### config.mk
export PLATFORM = sky130hd
export DESIGN_NAME = word_tx_serializer_flat
export DESIGN_NICKNAME = d
export VERILOG_FILES = /design/src/rtl/word_tx_serializer_pkg.sv /design/src/rtl/word_tx_serializer_if.sv /design/src/rtl/word_tx_serializer.sv /design/src/flat_wrapper.sv
export SDC_FILE = /design/constraint.sdc
export NUM_CORES = 1
export LEC_CHECK = 0
export ABC_AREA = 1
export CAP_MARGIN = 30
export CORE_ASPECT_RATIO = 1.75
export CORE_MARGIN = 10
export CORE_UTILIZATION = 66
export DETAILED_ROUTE_END_ITERATION = 16
export DONT_BUFFER_PORTS = 1
export PLACE_DENSITY = 0.8
export SYNTH_ARGS = -nofsm -noshare
export SYNTH_HDL_FRONTEND = slang
export SYNTH_SLANG_ARGS = --single-unit
### constraint.sdc
create_clock -name i_clk -period 2.05 [get_ports i_clk]
set_clock_uncertainty 0.15 [all_clocks]
set_input_delay 0.205 -clock i_clk [delete_from_list [all_inputs] [get_ports i_clk]]
set_output_delay 0.205 -clock i_clk [all_outputs]
set_load 0.02 [all_outputs]
### src/rtl/word_tx_serializer_pkg.sv
// rtl/word_tx_serializer_pkg.sv - shared types and sizing helpers for the word serializer
package word_tx_pkg;

   typedef enum logic [1:0] {
      IDLE = 2'd0,
      SEND = 2'd1,
      WAIT = 2'd2
   } state_t;

   localparam int DEF_LEN   = 32;
   localparam int DEF_NBITS = 8;

   function automatic int calc_nbytes(input int len, input int nbits);
      return len / nbits;
   endfunction

   // Counter must be able to hold NBYTES itself, hence the +1.
   function automatic int calc_cnt_w(input int len, input int nbits);
      return $clog2(calc_nbytes(len, nbits) + 1);
   endfunction

   localparam int CNT_W = calc_cnt_w(DEF_LEN, DEF_NBITS);

endpackage

### src/rtl/word_tx_serializer_if.sv
// rtl/word_tx_serializer_if.sv - word handshake and UART byte bus for the serializer
interface word_tx_serializer_if
   import word_tx_pkg::*;
#(
   parameter int LEN   = DEF_LEN,
   parameter int NBITS = DEF_NBITS
);
   logic             i_word_valid;
   logic [LEN-1:0]   i_word;
   logic             o_word_ready;
   logic             o_word_sent;
   logic             o_tx_start;
   logic [NBITS-1:0] o_tx_data;
   logic             i_tx_done;
   logic             o_busy;

   modport slave (
      input  i_word_valid, i_word, i_tx_done,
      output o_word_ready, o_word_sent, o_tx_start, o_tx_data, o_busy
   );

   modport master (
      output i_word_valid, i_word, i_tx_done,
      input  o_word_ready, o_word_sent, o_tx_start, o_tx_data, o_busy
   );
endinterface

### src/rtl/word_tx_serializer.sv
// rtl/word_tx_serializer.sv - splits a LEN-bit word into UART bytes, MSB first; WORD_TX_CHECKSUM_EN appends an XOR byte
module word_tx_serializer
   import word_tx_pkg::*;
#(
   parameter int LEN   = DEF_LEN,
   parameter int NBITS = DEF_NBITS
) (
   input  logic                 i_clk,
   input  logic                 i_rst,
   word_tx_serializer_if.slave  bus
);
   localparam int NBYTES = calc_nbytes(LEN, NBITS);
   localparam int CW     = calc_cnt_w(LEN, NBITS);

   generate
      if ((LEN % NBITS) != 0 || LEN < NBITS) begin : g_bad_len
         $error("word_tx_serializer: LEN must be a non-zero multiple of NBITS");
      end
   endgenerate

   state_t           state;
   logic [LEN-1:0]   shreg;
   logic [LEN-1:0]   shifted;
   logic [CW-1:0]    cnt;
   logic             word_ready;
   logic             word_sent;
   logic             tx_start;
   logic [NBITS-1:0] tx_data;
   logic             busy;
`ifdef WORD_TX_CHECKSUM_EN
   logic [NBITS-1:0] xor_acc;
`endif

   assign shifted = shreg << NBITS;

   always_ff @(posedge i_clk or negedge i_rst) begin
      if (!i_rst) begin
         state      <= IDLE;
         shreg      <= '0;
         cnt        <= '0;
         word_ready <= 1'b1;
         word_sent  <= 1'b0;
         tx_start   <= 1'b0;
         tx_data    <= '0;
         busy       <= 1'b0;
`ifdef WORD_TX_CHECKSUM_EN
         xor_acc    <= '0;
`endif
      end else begin
         word_sent <= 1'b0;
         tx_start  <= 1'b0;
         case (state)
            IDLE: begin
               if (bus.i_word_valid) begin
                  shreg      <= bus.i_word;
                  cnt        <= CW'(NBYTES);
                  tx_data    <= bus.i_word[LEN-1 -: NBITS];
                  tx_start   <= 1'b1;
                  word_ready <= 1'b0;
                  busy       <= 1'b1;
                  state      <= SEND;
`ifdef WORD_TX_CHECKSUM_EN
                  xor_acc    <= '0;
`endif
               end
            end
            // tx-done during the start cycle cannot be genuine, so SEND never looks at it.
            SEND: state <= WAIT;
            WAIT: begin
               if (bus.i_tx_done) begin
                  shreg <= shifted;
                  cnt   <= cnt - CW'(1);
`ifdef WORD_TX_CHECKSUM_EN
                  xor_acc <= xor_acc ^ tx_data;
`endif
                  if (cnt > CW'(1)) begin
                     tx_data  <= shifted[LEN-1 -: NBITS];
                     tx_start <= 1'b1;
                     state    <= SEND;
                  end
`ifdef WORD_TX_CHECKSUM_EN
                  // cnt==1 marks the last data byte; cnt==0 marks the checksum byte.
                  else if (cnt == CW'(1)) begin
                     tx_data  <= xor_acc ^ tx_data;
                     tx_start <= 1'b1;
                     state    <= SEND;
                  end
`endif
                  else begin
                     word_sent  <= 1'b1;
                     word_ready <= 1'b1;
                     busy       <= 1'b0;
                     state      <= IDLE;
                  end
               end
            end
            default: state <= IDLE;
         endcase
      end
   end

   assign bus.o_word_ready = word_ready;
   assign bus.o_word_sent  = word_sent;
   assign bus.o_tx_start   = tx_start;
   assign bus.o_tx_data    = tx_data;
   assign bus.o_busy       = busy;

endmodule

### src/flat_wrapper.sv
// flat-port wrapper written by rule: the top's interface ports become plain ports
module word_tx_serializer_flat import word_tx_pkg::*;
#(
   parameter int LEN   = DEF_LEN,
   parameter int NBITS = DEF_NBITS
)
  (i_clk, i_rst, bus_i_word_valid, bus_i_word, bus_i_tx_done, bus_o_word_ready, bus_o_word_sent, bus_o_tx_start, bus_o_tx_data, bus_o_busy);
  word_tx_serializer_if #(.LEN(LEN), .NBITS(NBITS)) bus_i ();
  input  logic i_clk;
  input  logic i_rst;
  input wire logic [$bits(bus_i.i_word_valid)-1:0] bus_i_word_valid;
  input wire logic [$bits(bus_i.i_word)-1:0] bus_i_word;
  input wire logic [$bits(bus_i.i_tx_done)-1:0] bus_i_tx_done;
  output wire logic [$bits(bus_i.o_word_ready)-1:0] bus_o_word_ready;
  output wire logic [$bits(bus_i.o_word_sent)-1:0] bus_o_word_sent;
  output wire logic [$bits(bus_i.o_tx_start)-1:0] bus_o_tx_start;
  output wire logic [$bits(bus_i.o_tx_data)-1:0] bus_o_tx_data;
  output wire logic [$bits(bus_i.o_busy)-1:0] bus_o_busy;
  assign bus_i.i_word_valid = bus_i_word_valid;
  assign bus_i.i_word = bus_i_word;
  assign bus_i.i_tx_done = bus_i_tx_done;
  assign bus_o_word_ready = bus_i.o_word_ready;
  assign bus_o_word_sent = bus_i.o_word_sent;
  assign bus_o_tx_start = bus_i.o_tx_start;
  assign bus_o_tx_data = bus_i.o_tx_data;
  assign bus_o_busy = bus_i.o_busy;
  word_tx_serializer #(.LEN(LEN), .NBITS(NBITS)) u_core (.i_clk(i_clk), .i_rst(i_rst), .bus(bus_i));
endmodule
==> metrics.txt, run 1 <==
# TYPE chip_impl_metric gauge
chip_impl_metric{name="drt_pre_antenna_iters",unit=""} 4
chip_impl_metric{name="timing_worst_slew_pin_value",unit="ns"} 0.334
chip_impl_info{name="synth_most_common_cell",value="sky130_fd_sc_hd__nand2_1"} 1
chip_impl_metric{name="tritoncts.num_buffers",unit=""} 5
chip_impl_metric{name="initial_core_util",unit=""} 0.678
chip_impl_info{name="clockRootBuffer",value="sky130_fd_sc_hd__clkbuf_8"} 1
chip_impl_metric{name="route.detailed.wl_per_inst",unit="um"} 14.7
chip_impl_metric{name="groute.usage.overall",unit=""} 0.173
chip_impl_metric{name="antenna_found_initial",unit=""} 0
chip_impl_info{name="timing.critical_path.cells",value="inv_2 > nand2_2 > buf_4 > nand2_1 > o21ai_0 > nand2_1 > o21ai_0"} 1
chip_impl_metric{name="ant_nets",unit=""} 0
chip_impl_metric{name="synth-async-reset-ratio",unit=""} 1.00
chip_impl_metric{name="synth-edff-count",unit=""} 0
chip_impl_metric{name="grt_pass1_wl",unit="um"} 7520
chip_impl_metric{name="nNetsFinal",unit=""} 304
chip_impl_info{name="timing.critical_path.to_type",value="flop"} 1
chip_impl_info{name="library_cell_with_the_largest_summed_area_after_synthesis",value="sky130_fd_sc_hd__dfrtp_1"} 1
chip_impl_metric{name="die_y",unit="um"} 92.1
chip_impl_metric{name="power",unit="W"} 0.00353
chip_impl_metric{name="reg2reg_setup_slack",unit="ns"} 0.27
chip_impl_metric{name="ys_seq_elements",unit=""} 41
chip_impl_metric{name="placementRows",unit=""} 26
chip_impl_metric{name="dr.first_iter.drc_count",unit=""} 42
chip_impl_metric{name="synth_cell_type_count",unit=""} 19
chip_impl_metric{name="path_clk_slew",unit="ns"} 0.08
chip_impl_info{name="reg2reg_launch_point",value="u_core.state[0]"} 1
chip_impl_metric{name="first_global_vias",unit=""} 1695
chip_impl_metric{name="reg2reg_depth",unit=""} 7
chip_impl_info{name="critical_path.endpoint",value="u_core.shreg[15]"} 1
chip_impl_metric{name="cts.sink_count",unit=""} 41
chip_impl_info{name="crit_path_start_kind",value="flop"} 1
chip_impl_metric{name="syn_avg_cell_area",unit="sq um"} 8.05
chip_impl_metric{name="die-area",unit="sq um"} 5640
chip_impl_metric{name="yosysTopAreaCellShare",unit=""} 0.510
chip_impl_metric{name="fin_crit",unit="ns"} 1.78
chip_impl_metric{name="dp_hpwl",unit="um"} 2820
chip_impl_info{name="run_status",value="completed"} 1
chip_impl_info{name="worstSetupStartpoint",value="u_core.state[0]"} 1
chip_impl_metric{name="finalSetupViolCount",unit=""} 0
chip_impl_metric{name="leakagePower",unit="nW"} 1.21
chip_impl_metric{name="max_freq",unit="GHz"} 0.563
chip_impl_metric{name="max-slew-margin-rel",unit=""} 0.777
chip_impl_metric{name="fin_crit_sh",unit=""} 0.867
chip_impl_info{name="min-delay-path-class",value="in2reg"} 1
chip_impl_metric{name="die_w",unit="um"} 61.2
chip_impl_metric{name="routabilityCongestion",unit=""} 0.830
chip_impl_metric{name="p_per_area",unit="nW/um^2"} 1510
chip_impl_metric{name="final_layout_size_suffix_gt1_frac",unit=""} 0.0824
chip_impl_metric{name="insertion_delay_of_the_later_clocked_pin_in_the_worst_skew_pair",unit="ns"} 0.30
chip_impl_metric{name="cp_data_arrival_time",unit="ns"} 1.84
chip_impl_info{name="ys_top_cells_by_area",value="sky130_fd_sc_hd__dfrtp_1 (51%), sky130_fd_sc_hd__nand2_1 (18%), sky130_fd_sc_hd__o21ai_0 (7.6%)"} 1
chip_impl_metric{name="vdd.ir_drop.worst",unit="mV"} 1.11
chip_impl_metric{name="timing_max_transition_violations_final",unit=""} 0
chip_impl_metric{name="cts-resized-gates",unit=""} 0
chip_impl_metric{name="post_synth_inst_count",unit=""} 244
chip_impl_metric{name="grt_max_degree",unit=""} 42
chip_impl_metric{name="vias",unit=""} 1599
chip_impl_metric{name="number_of_remaining_drc_errors",unit=""} 0
chip_impl_metric{name="post_synthesis_net_count",unit=""} 282
chip_impl_metric{name="seq_area_frac_synth",unit=""} 0.523
chip_impl_metric{name="finalHoldViolations",unit=""} 0
chip_impl_info{name="timing_worst_setup_path_type",value="reg2reg"} 1
chip_impl_metric{name="clock_tree_buffer_depth",unit=""} 2
chip_impl_metric{name="finalWirelength",unit="um"} 4350
chip_impl_metric{name="grt_remaining_overflow",unit=""} 0
chip_impl_metric{name="cap_viol_max_count",unit=""} 0
chip_impl_metric{name="dp_slack",unit="ns"} 0.342
chip_impl_metric{name="totalNegativeSetupSlack",unit="ns"} 0
chip_impl_info{name="synth_top_flop_cell",value="sky130_fd_sc_hd__dfrtp_1"} 1
chip_impl_metric{name="floorplan_core_area",unit="sq um"} 2900
chip_impl_info{name="cts_tree",value="done"} 1
chip_impl_info{name="grt_setup_unrepaired",value="no"} 1
chip_impl_metric{name="syn_to_final_growth",unit="%"} 18.9
chip_impl_metric{name="insertedDiodeCount",unit=""} 0
chip_impl_metric{name="slowest_delay",unit="ns"} 0.49
chip_impl_metric{name="cts-htree-levels",unit=""} 2
chip_impl_metric{name="critical_path_fanouts_max",unit=""} 38
chip_impl_metric{name="io_buffers",unit=""} 0
chip_impl_metric{name="postLayoutCellArea",unit="sq um"} 2330
chip_impl_metric{name="fin_ws",unit="ns"} 0.272
chip_impl_metric{name="place_area",unit="sq um"} 1960
chip_impl_metric{name="design.portCount",unit=""} 48
chip_impl_metric{name="syn-cell-area",unit="sq um"} 1960
chip_impl_info{name="synthTopCellsByCount",value="sky130_fd_sc_hd__nand2_1 (93), sky130_fd_sc_hd__dfrtp_1 (40), sky130_fd_sc_hd__o21ai_0 (30), sky130_fd_sc_hd__nand3_1 (29), sky130_fd_sc_hd__inv_1 (22)"} 1
chip_impl_info{name="r2r_end",value="u_core.shreg[15]"} 1
chip_impl_metric{name="worst-endpoint-required",unit="ns"} 2.12
chip_impl_metric{name="avgViaCountPerCell",unit=""} 5.42
chip_impl_info{name="cpMaxStageDelayCell",value="sky130_fd_sc_hd__dfrtp_1"} 1
chip_impl_metric{name="ys_warns",unit=""} 0
[worst max-delay path: cells and delay by family, from the launching register on]
family,cells,cell delay [ns]
compound gates,2,0.21
buf+inv,2,0.44
flops,1,0.49
simple gates,3,0.40
[placed cells by master, fill, tap and decap left out, types with 2 or more instances in the layout]
cell type,instances
sky130_fd_sc_hd__nand3_1,29
sky130_fd_sc_hd__clkbuf_8,5
sky130_fd_sc_hd__bufinv_16,2
sky130_fd_sc_hd__nand2_2,3
sky130_fd_sc_hd__o21ai_1,4
sky130_fd_sc_hd__dfrtp_1,40
sky130_fd_sc_hd__dlygate4sd3_1,22
sky130_fd_sc_hd__ha_1,2
sky130_fd_sc_hd__inv_2,2
sky130_fd_sc_hd__buf_12,2
sky130_fd_sc_hd__buf_4,2
sky130_fd_sc_hd__inv_1,22
sky130_fd_sc_hd__o21ai_0,30
sky130_fd_sc_hd__nand2_1,93
sky130_fd_sc_hd__nand3_2,2
[kinds of logic (layout without fill, tap and decap cells)]
family / count (synthesis) / in the layout / share of synthesized area
AND/OR/NAND/NOR: 130 / 130 / 0.287
flip-flops: 41 / 41 / 0.523
AO/OA/AOI/OAI: 36 / 36 / 0.0937
buffers and inverters: 35 / 58 / 0.0835
adder cells (fa/ha/maj): 2 / 2 / 0.0127
[layout make-up]
class | instances | area [sq um]
Fill cell | 179 | 562
Multi-Input combinational cell | 168 | 772
Sequential cell | 41 | 1030
Clock inverter | 3 | 65.1
Timing Repair Buffer | 26 | 275
Tap cell | 28 | 35.0
Inverter | 24 | 90.1
Clock buffer | 5 | 68.8
[state kept, by name, indices dropped and copies added (netlist names)]
| name | flops |
|---|---|
| u_core.state | 2 |
| u_core.bus.o_busy | 1 |
| u_core.cnt | 3 |
| u_core.shreg | 24 |
| u_core.bus.o_word_ready | 1 |
| u_core.bus.o_tx_data | 8 |
| u_core.bus.o_tx_start | 1 |
| u_core.bus.o_word_sent | 1 |
[power by group]
| group | total (W) | switching (W) | internal [W] |
|---|---|---|---|
| combinational | 0.00126 | 0.000811 | 0.000445 |
| clock | 0.000764 | 0.000280 | 0.000483 |
| sequential | 0.00151 | 0.000325 | 0.00118 |
| total | 0.00353 | 0.00142 | 0.00211 |
[metal layers]
| metal | wire (um) | GRT usage | part of all wire | up-vias |
|---|---|---|---|---|
| met5 | 0 | 0 | 0 | - |
| met4 | 87 | 0.0709 | 0.020 | 0 |
| met3 | 340 | 0.0691 | 0.078 | 8 |
| met2 | 2310 | 0.289 | 0.53 | 47 |
| met1 | 1610 | 0.182 | 0.37 | 731 |
| li1 | - | - | - | 813 |
[what timing repair did]
| item | in CTS | in global routing |
|---|---|---|
| endpoints found under the hold margin | 63 | 0 |
| hold buffers | 23 | 0 |
| setup endpoints to repair | 0 | 0 |
| buffers inserted | 0 | 0 |
[metrics by stage]
stage | utilization | std cells | hold WS [ns]
3_3_place_gp | 0.677 | 264 | -0.239
2_1_floorplan | - | 244 | -0.241
6_report | 0.806 | 295 | 0.00421
5_1_grt | 0.806 | 295 | 0.0145
4_1_cts | 0.806 | 295 | 0.000902
3_5_place_dp | 0.677 | 264 | -0.239
[worst min-delay path by stage]
stage | from | endpoint | slack [ns] | depth (start not counted)
3_5_place_dp | i_rst | u_core.cnt[0] | -0.24 | 0
2_1_floorplan | i_rst | u_core.bus.o_busy | -0.24 | 0
3_3_place_gp | i_rst | u_core.bus.o_word_sent | -0.24 | 0
6_report | bus_i_word[16] | u_core.shreg[16] | 0.004 | 4
5_1_grt | bus_i_word[30] | u_core.bus.o_tx_data[6] | 0.01 | 4
4_1_cts | bus_i_word[12] | u_core.shreg[12] | 0.0009 | 4
Power figures use the tool's default switching activity.
==> inputs of run 2 (changes only) <==
CORE_UTILIZATION = 56   (was 66)
PLACE_DENSITY = 0.72   (was 0.8)
clock period = 1.5 ns   (was 2.05 ns; I/O delays follow)
==> metrics.txt, run 2 (synthesis gave the netlist of run 1 again) <==
# TYPE chip_impl_metric gauge
chip_impl_metric{name="combPwrFrac",unit=""} 0.409
chip_impl_metric{name="max_freq",unit="GHz"} 0.680
chip_impl_info{name="cts_tree",value="done"} 1
chip_impl_metric{name="cts-htree-levels",unit=""} 2
chip_impl_metric{name="ant_nets",unit=""} 0
chip_impl_metric{name="design.portCount",unit=""} 48
chip_impl_metric{name="dp_hpwl",unit="um"} 2970
chip_impl_metric{name="fin_crit_sh",unit=""} 0.980
chip_impl_metric{name="initial_core_util",unit=""} 0.578
chip_impl_metric{name="first_global_vias",unit=""} 1763
chip_impl_metric{name="share_seq_of_total_power",unit=""} 0.391
chip_impl_info{name="cpMaxStageDelayCell",value="sky130_fd_sc_hd__dfrtp_1"} 1
chip_impl_metric{name="finalHoldViolations",unit=""} 0
chip_impl_metric{name="final_layout_size_suffix_gt1_frac",unit=""} 0.136
chip_impl_metric{name="fin_crit",unit="ns"} 1.47
chip_impl_metric{name="avgViaCountPerCell",unit=""} 5.22
chip_impl_info{name="crit_path_start_kind",value="flop"} 1
chip_impl_metric{name="clock_tree_buffer_depth",unit=""} 2
chip_impl_metric{name="path_clk_slew",unit="ns"} 0.08
chip_impl_metric{name="grt_pass1_wl",unit="um"} 7940
chip_impl_info{name="final_cell_mix",value="sky130_fd_sc_hd__nand2_1 (93), sky130_fd_sc_hd__dfrtp_1 (39), sky130_fd_sc_hd__dlygate4sd3_1 (34)"} 1
chip_impl_metric{name="floorplan_core_area",unit="sq um"} 3400
chip_impl_metric{name="instances_no_fill",unit=""} 331
chip_impl_metric{name="io_buffers",unit=""} 0
chip_impl_metric{name="cts.sink_count",unit=""} 41
chip_impl_metric{name="cp_data_arrival_time",unit="ns"} 1.56
chip_impl_metric{name="die-area",unit="sq um"} 6370
chip_impl_metric{name="route.detailed.wl_per_inst",unit="um"} 15.0
chip_impl_metric{name="grt_max_degree",unit=""} 47
chip_impl_metric{name="cap_viol_max_count",unit=""} 0
chip_impl_metric{name="timing_max_transition_violations_final",unit=""} 0
chip_impl_info{name="largest_register_by_flop_count",value="u_core.shreg"} 1
chip_impl_info{name="min-delay-path-class",value="in2reg"} 1
chip_impl_metric{name="groute.usage.overall",unit=""} 0.154
chip_impl_metric{name="placementRows",unit=""} 28
chip_impl_metric{name="timing_worst_slew_pin_value",unit="ns"} 0.228
chip_impl_metric{name="tritoncts.num_buffers",unit=""} 5
chip_impl_info{name="cpLargestDelayFamily",value="flip-flops"} 1
chip_impl_metric{name="insertion_delay_of_the_later_clocked_pin_in_the_worst_skew_pair",unit="ns"} 0.30
chip_impl_metric{name="place_area",unit="sq um"} 2040
chip_impl_info{name="timing_worst_setup_path_type",value="reg2reg"} 1
chip_impl_metric{name="final_core_util",unit=""} 0.777
chip_impl_metric{name="dpl.cell_count",unit=""} 286
chip_impl_metric{name="critical_path.n_buffers_inverters",unit=""} 1
chip_impl_metric{name="critical_path_fanouts_max",unit=""} 8
chip_impl_metric{name="postLayoutCellArea",unit="sq um"} 2640
chip_impl_metric{name="clockPowerShare",unit=""} 0.199
chip_impl_info{name="timing.critical_path.to_type",value="flop"} 1
chip_impl_metric{name="sw_frac_of_total",unit=""} 0.403
chip_impl_metric{name="antenna_found_initial",unit=""} 0
chip_impl_metric{name="leakagePower",unit="nW"} 1.33
chip_impl_metric{name="slowest_delay",unit="ns"} 0.41
chip_impl_metric{name="insertedDiodeCount",unit=""} 0
chip_impl_metric{name="p_per_area",unit="nW/um^2"} 2000
chip_impl_metric{name="dr.first_iter.drc_count",unit=""} 78
chip_impl_metric{name="die_y",unit="um"} 98.3
chip_impl_metric{name="worst-endpoint-required",unit="ns"} 1.59
chip_impl_metric{name="max-slew-margin-rel",unit=""} 0.848
chip_impl_info{name="mostFrequentLayoutCell",value="sky130_fd_sc_hd__nand2_1"} 1
chip_impl_metric{name="finalWirelength",unit="um"} 4950
chip_impl_metric{name="number_of_remaining_drc_errors",unit=""} 0
chip_impl_metric{name="total_area_of_sequential_cells",unit="sq um"} 1030
chip_impl_metric{name="nNetsFinal",unit=""} 323
chip_impl_metric{name="vdd.ir_drop.worst",unit="mV"} 1.48
chip_impl_metric{name="largest_register_ffs",unit=""} 24
chip_impl_metric{name="routabilityCongestion",unit=""} 0.814
chip_impl_metric{name="internal-power",unit="W"} 0.00315
chip_impl_info{name="timing.critical_path.cells",value="inv_1 > ha_1 > o21bai_2 > nand3_4 > nand3_1 > nand2_1"} 1
chip_impl_metric{name="grt_remaining_overflow",unit=""} 0
chip_impl_metric{name="multi_input_comb_area",unit="sq um"} 840
chip_impl_info{name="run_status",value="completed"} 1
chip_impl_metric{name="finalSetupViolCount",unit=""} 0
chip_impl_metric{name="drt_pre_antenna_iters",unit=""} 4
chip_impl_metric{name="fillers",unit=""} 256
chip_impl_metric{name="die_w",unit="um"} 64.8
chip_impl_info{name="clockRootBuffer",value="sky130_fd_sc_hd__clkbuf_8"} 1
chip_impl_metric{name="vias",unit=""} 1727
chip_impl_metric{name="netSwitchingPower",unit="W"} 0.00213
chip_impl_metric{name="syn_to_final_growth",unit="%"} 34.4
==> run 2: area by class of cell <==
type	instances	share of cell area
clock inverter	3	0.0247
clock buffer	5	0.0261
inverter	24	0.0341
timing repair buffer	45	0.186
multi-input combinational	168	0.318
sequential	41	0.390
tap	45	0.0213
==> run 2: final timing paths <==
check                                  from                 endpoint  slack, ns  cells after the start
min in group asynchronous             i_rst  u_core.bus.o_tx_data[1]       0.17                      2
hold / removal                bus_i_tx_done    u_core.bus.o_tx_start      0.003                      4
setup reg to reg              u_core.cnt[1]  u_core.bus.o_tx_data[7]       0.03                      6
hold reg to reg            u_core.shreg[23]         u_core.shreg[23]       0.33                      2
setup / recovery              u_core.cnt[1]  u_core.bus.o_tx_data[7]       0.03                      6
max in group asynchronous             i_rst  u_core.bus.o_word_ready       0.78                      2
==> run 2: power groups by stage <==
stage	logic, W	registers (W)	clock network (W)
floorplan	0.00141	0.00201	0
global placement	0.00173	0.00206	0
detailed placement	0.00178	0.00209	0
CTS	0.00190	0.00207	0.00106
global route	0.00248	0.00213	0.00110
finish	0.00216	0.00207	0.00105
==> run 2: timing repair <==
item                                    4_1_cts  5_1_grt
hold buffers                                 35        0
endpoints found under the setup margin        0       29
endpoints found under the hold margin        75        0
gates resized for setup                       0       14
buffers inserted                              0        1
==> run 2: per-stage QoR <==
stage          setup TNS (ns)  total power (W)  hold WS [ns]  setup WS, ns
3_5_place_dp                0          0.00387        -0.294        0.0123
5_1_grt                -0.227          0.00570        0.0520       -0.0526
3_3_place_gp                0          0.00379        -0.294        0.0661
6_report                    0          0.00528       0.00258        0.0299
4_1_cts                     0          0.00503        0.0411       0.00287
2_1_floorplan               0          0.00342        -0.296         0.159
==> run 2: metal layers <==
layer,up-vias,GRT usage,share of wire
met3,11,0.0584,0.073
met5,-,0,0
met1,808,0.157,0.37
li1,855,-,-
met2,53,0.264,0.53
met4,0,0.0778,0.023
==> run 2: worst min-delay path: stages <==
cell and delay [ns]:
sky130_fd_sc_hd__inv_1 0.05, sky130_fd_sc_hd__nor2_2 0.06, sky130_fd_sc_hd__nand3_4 0.10, sky130_fd_sc_hd__nand2_1 0.06
==> inputs of run 3 (changes only) <==
MAX_ROUTING_LAYER = met4   (was not set)
==> metrics.txt, run 3 (synthesis gave the netlist of run 1 again) <==
# TYPE chip_impl_metric gauge
chip_impl_metric{name="clock_tree_buffer_depth",unit=""} 2
chip_impl_metric{name="die-area",unit="sq um"} 6370
chip_impl_metric{name="fin_crit",unit="ns"} 1.48
chip_impl_metric{name="hold-path-cell-count",unit=""} 4
chip_impl_info{name="critical_path.endpoint",value="u_core.bus.o_tx_data[7]"} 1
chip_impl_info{name="min-delay-path-class",value="in2reg"} 1
chip_impl_info{name="largest_register_by_flop_count",value="u_core.shreg"} 1
chip_impl_metric{name="cts-htree-levels",unit=""} 2
chip_impl_info{name="timing.critical_path.to_type",value="flop"} 1
chip_impl_metric{name="number_of_remaining_drc_errors",unit=""} 0
chip_impl_metric{name="placementRows",unit=""} 28
chip_impl_metric{name="route.detailed.wl_per_inst",unit="um"} 14.9
chip_impl_metric{name="groute.usage.overall",unit=""} 0.158
chip_impl_metric{name="critical_path_fanouts_max",unit=""} 8
chip_impl_metric{name="cp_data_arrival_time",unit="ns"} 1.57
chip_impl_metric{name="max-slew-margin-rel",unit=""} 0.848
chip_impl_info{name="crit_path_start_kind",value="flop"} 1
chip_impl_info{name="r2r_end",value="u_core.bus.o_tx_data[7]"} 1
chip_impl_metric{name="worst_hold_slack",unit="ns"} 0.00364
chip_impl_metric{name="dr.first_iter.drc_count",unit=""} 75
chip_impl_metric{name="max_freq",unit="GHz"} 0.676
chip_impl_metric{name="tritoncts.num_buffers",unit=""} 5
chip_impl_metric{name="finalWirelength",unit="um"} 4940
chip_impl_metric{name="finalHoldViolations",unit=""} 0
chip_impl_metric{name="p_per_area",unit="nW/um^2"} 2000
chip_impl_info{name="cts_tree",value="done"} 1
chip_impl_metric{name="nNetsFinal",unit=""} 323
chip_impl_metric{name="syn_to_final_growth",unit="%"} 34.4
chip_impl_metric{name="routabilityCongestion",unit=""} 0.826
chip_impl_info{name="run_status",value="completed"} 1
chip_impl_metric{name="dpl.cell_count",unit=""} 286
chip_impl_metric{name="antenna_found_initial",unit=""} 0
chip_impl_metric{name="path_clk_slew",unit="ns"} 0.08
chip_impl_metric{name="ant_nets",unit=""} 0
chip_impl_metric{name="vias",unit=""} 1735
chip_impl_metric{name="die_w",unit="um"} 64.8
chip_impl_metric{name="fin_crit_sh",unit=""} 0.985
chip_impl_metric{name="timing_worst_slew_pin_value",unit="ns"} 0.228
chip_impl_info{name="timing_worst_setup_path_type",value="reg2reg"} 1
chip_impl_metric{name="instances_no_fill",unit=""} 331
chip_impl_info{name="clockRootBuffer",value="sky130_fd_sc_hd__clkbuf_8"} 1
chip_impl_metric{name="vdd.ir_drop.worst",unit="mV"} 1.48
chip_impl_metric{name="largest_register_ffs",unit=""} 24
chip_impl_metric{name="grt_max_degree",unit=""} 47
chip_impl_metric{name="final_layout_size_suffix_gt1_frac",unit=""} 0.136
chip_impl_metric{name="reg2reg_setup_slack",unit="ns"} 0.02
chip_impl_info{name="reg2reg_launch_point",value="u_core.cnt[1]"} 1
chip_impl_metric{name="insertedDiodeCount",unit=""} 0
chip_impl_metric{name="place_area",unit="sq um"} 2040
chip_impl_metric{name="insertion_delay_of_the_later_clocked_pin_in_the_worst_skew_pair",unit="ns"} 0.29
chip_impl_metric{name="timing_max_transition_violations_final",unit=""} 0
chip_impl_metric{name="avgViaCountPerCell",unit=""} 5.24
chip_impl_metric{name="grt_pass1_wl",unit="um"} 7940
chip_impl_metric{name="die_y",unit="um"} 98.3
chip_impl_metric{name="cts.sink_count",unit=""} 41
chip_impl_metric{name="finalSetupViolCount",unit=""} 0
chip_impl_metric{name="design.portCount",unit=""} 48
chip_impl_info{name="worstSetupStartpoint",value="u_core.cnt[1]"} 1
chip_impl_metric{name="fin_ws",unit="ns"} 0.0218
chip_impl_metric{name="grt_remaining_overflow",unit=""} 0
chip_impl_metric{name="reg2reg_depth",unit=""} 6
chip_impl_metric{name="drt_pre_antenna_iters",unit=""} 4
chip_impl_metric{name="leakagePower",unit="nW"} 1.33
chip_impl_info{name="mostFrequentLayoutCell",value="sky130_fd_sc_hd__nand2_1"} 1
chip_impl_metric{name="postLayoutCellArea",unit="sq um"} 2640
chip_impl_metric{name="cap_viol_max_count",unit=""} 0
chip_impl_metric{name="floorplan_core_area",unit="sq um"} 3400
chip_impl_metric{name="dp_hpwl",unit="um"} 2970
chip_impl_metric{name="totalNegativeSetupSlack",unit="ns"} 0
chip_impl_metric{name="initial_core_util",unit=""} 0.578
chip_impl_metric{name="io_buffers",unit=""} 0
chip_impl_info{name="final_cell_mix",value="sky130_fd_sc_hd__nand2_1 (93), sky130_fd_sc_hd__dfrtp_1 (39), sky130_fd_sc_hd__dlygate4sd3_1 (34)"} 1
chip_impl_metric{name="first_global_vias",unit=""} 1763
chip_impl_metric{name="dp_slack",unit="ns"} 0.0123
chip_impl_metric{name="worst-endpoint-required",unit="ns"} 1.59
-- run 3: cell counts in the layout (fill, tap and decap cells not counted) --
No cell type changed its count.
-- run 3: how the worst min path moves through the flow --
stage / to / from
final: u_core.bus.o_tx_start / bus_i_tx_done
after global routing: u_core.bus.o_tx_start / bus_i_tx_done
after CTS: u_core.bus.o_busy / bus_i_word_valid
after detailed placement: u_core.cnt[2] / i_rst
after global placement: u_core.bus.o_word_sent / i_rst
after floorplan: u_core.bus.o_busy / i_rst
-- run 3: layout make-up --
| type | instances | area, sq um |
|---|---|---|
| repair buffers | 45 | 490 |
| fillers | 256 | 759 |
| clock inverters | 3 | 65.1 |
| well taps | 45 | 56.3 |
| inverters | 24 | 90.1 |
| multi-input cells | 168 | 840 |
| clock buffers | 5 | 68.8 |
| flip-flops and latches | 41 | 1030 |
-- run 3: what timing repair did --
| item | in CTS | in global routing |
|---|---|---|
| gates resized for setup | 0 | 14 |
| setup endpoints to repair | 0 | 29 |
| hold buffers | 35 | 0 |
| buffers inserted | 0 | 1 |
| endpoints found under the hold margin | 75 | 0 |
-- run 3: power breakdown --
group	internal (W)	switching [W]	total [W]
Combinational	0.000868	0.00129	0.00216
Clock	0.000661	0.000390	0.00105
Sequential	0.00162	0.000448	0.00207
Total	0.00315	0.00213	0.00528
-- run 3: stage by stage --
stage / power (W) / util
floorplan: 0.00342 / -
CTS: 0.00503 / 0.747
global route: 0.00570 / 0.777
finish: 0.00528 / 0.777
global placement: 0.00379 / 0.601
detailed placement: 0.00387 / 0.601
-- run 3: layer usage --
layer,part of all wire,vias to the layer above,GRT usage
met1,0.38,815,0.163
met2,0.53,55,0.264
li1,-,854,-
met5,0,-,-
met4,0.023,0,0.0778
met3,0.064,11,0.0481
-- run 3: worst max-delay path: stages, from the launching register on --
cell                       delay (ns)
sky130_fd_sc_hd__dfrtp_1         0.41
sky130_fd_sc_hd__inv_1           0.08
sky130_fd_sc_hd__ha_1            0.21
sky130_fd_sc_hd__o21bai_2        0.23
sky130_fd_sc_hd__nand3_4         0.17
sky130_fd_sc_hd__nand3_1         0.08
sky130_fd_sc_hd__nand2_1         0.08
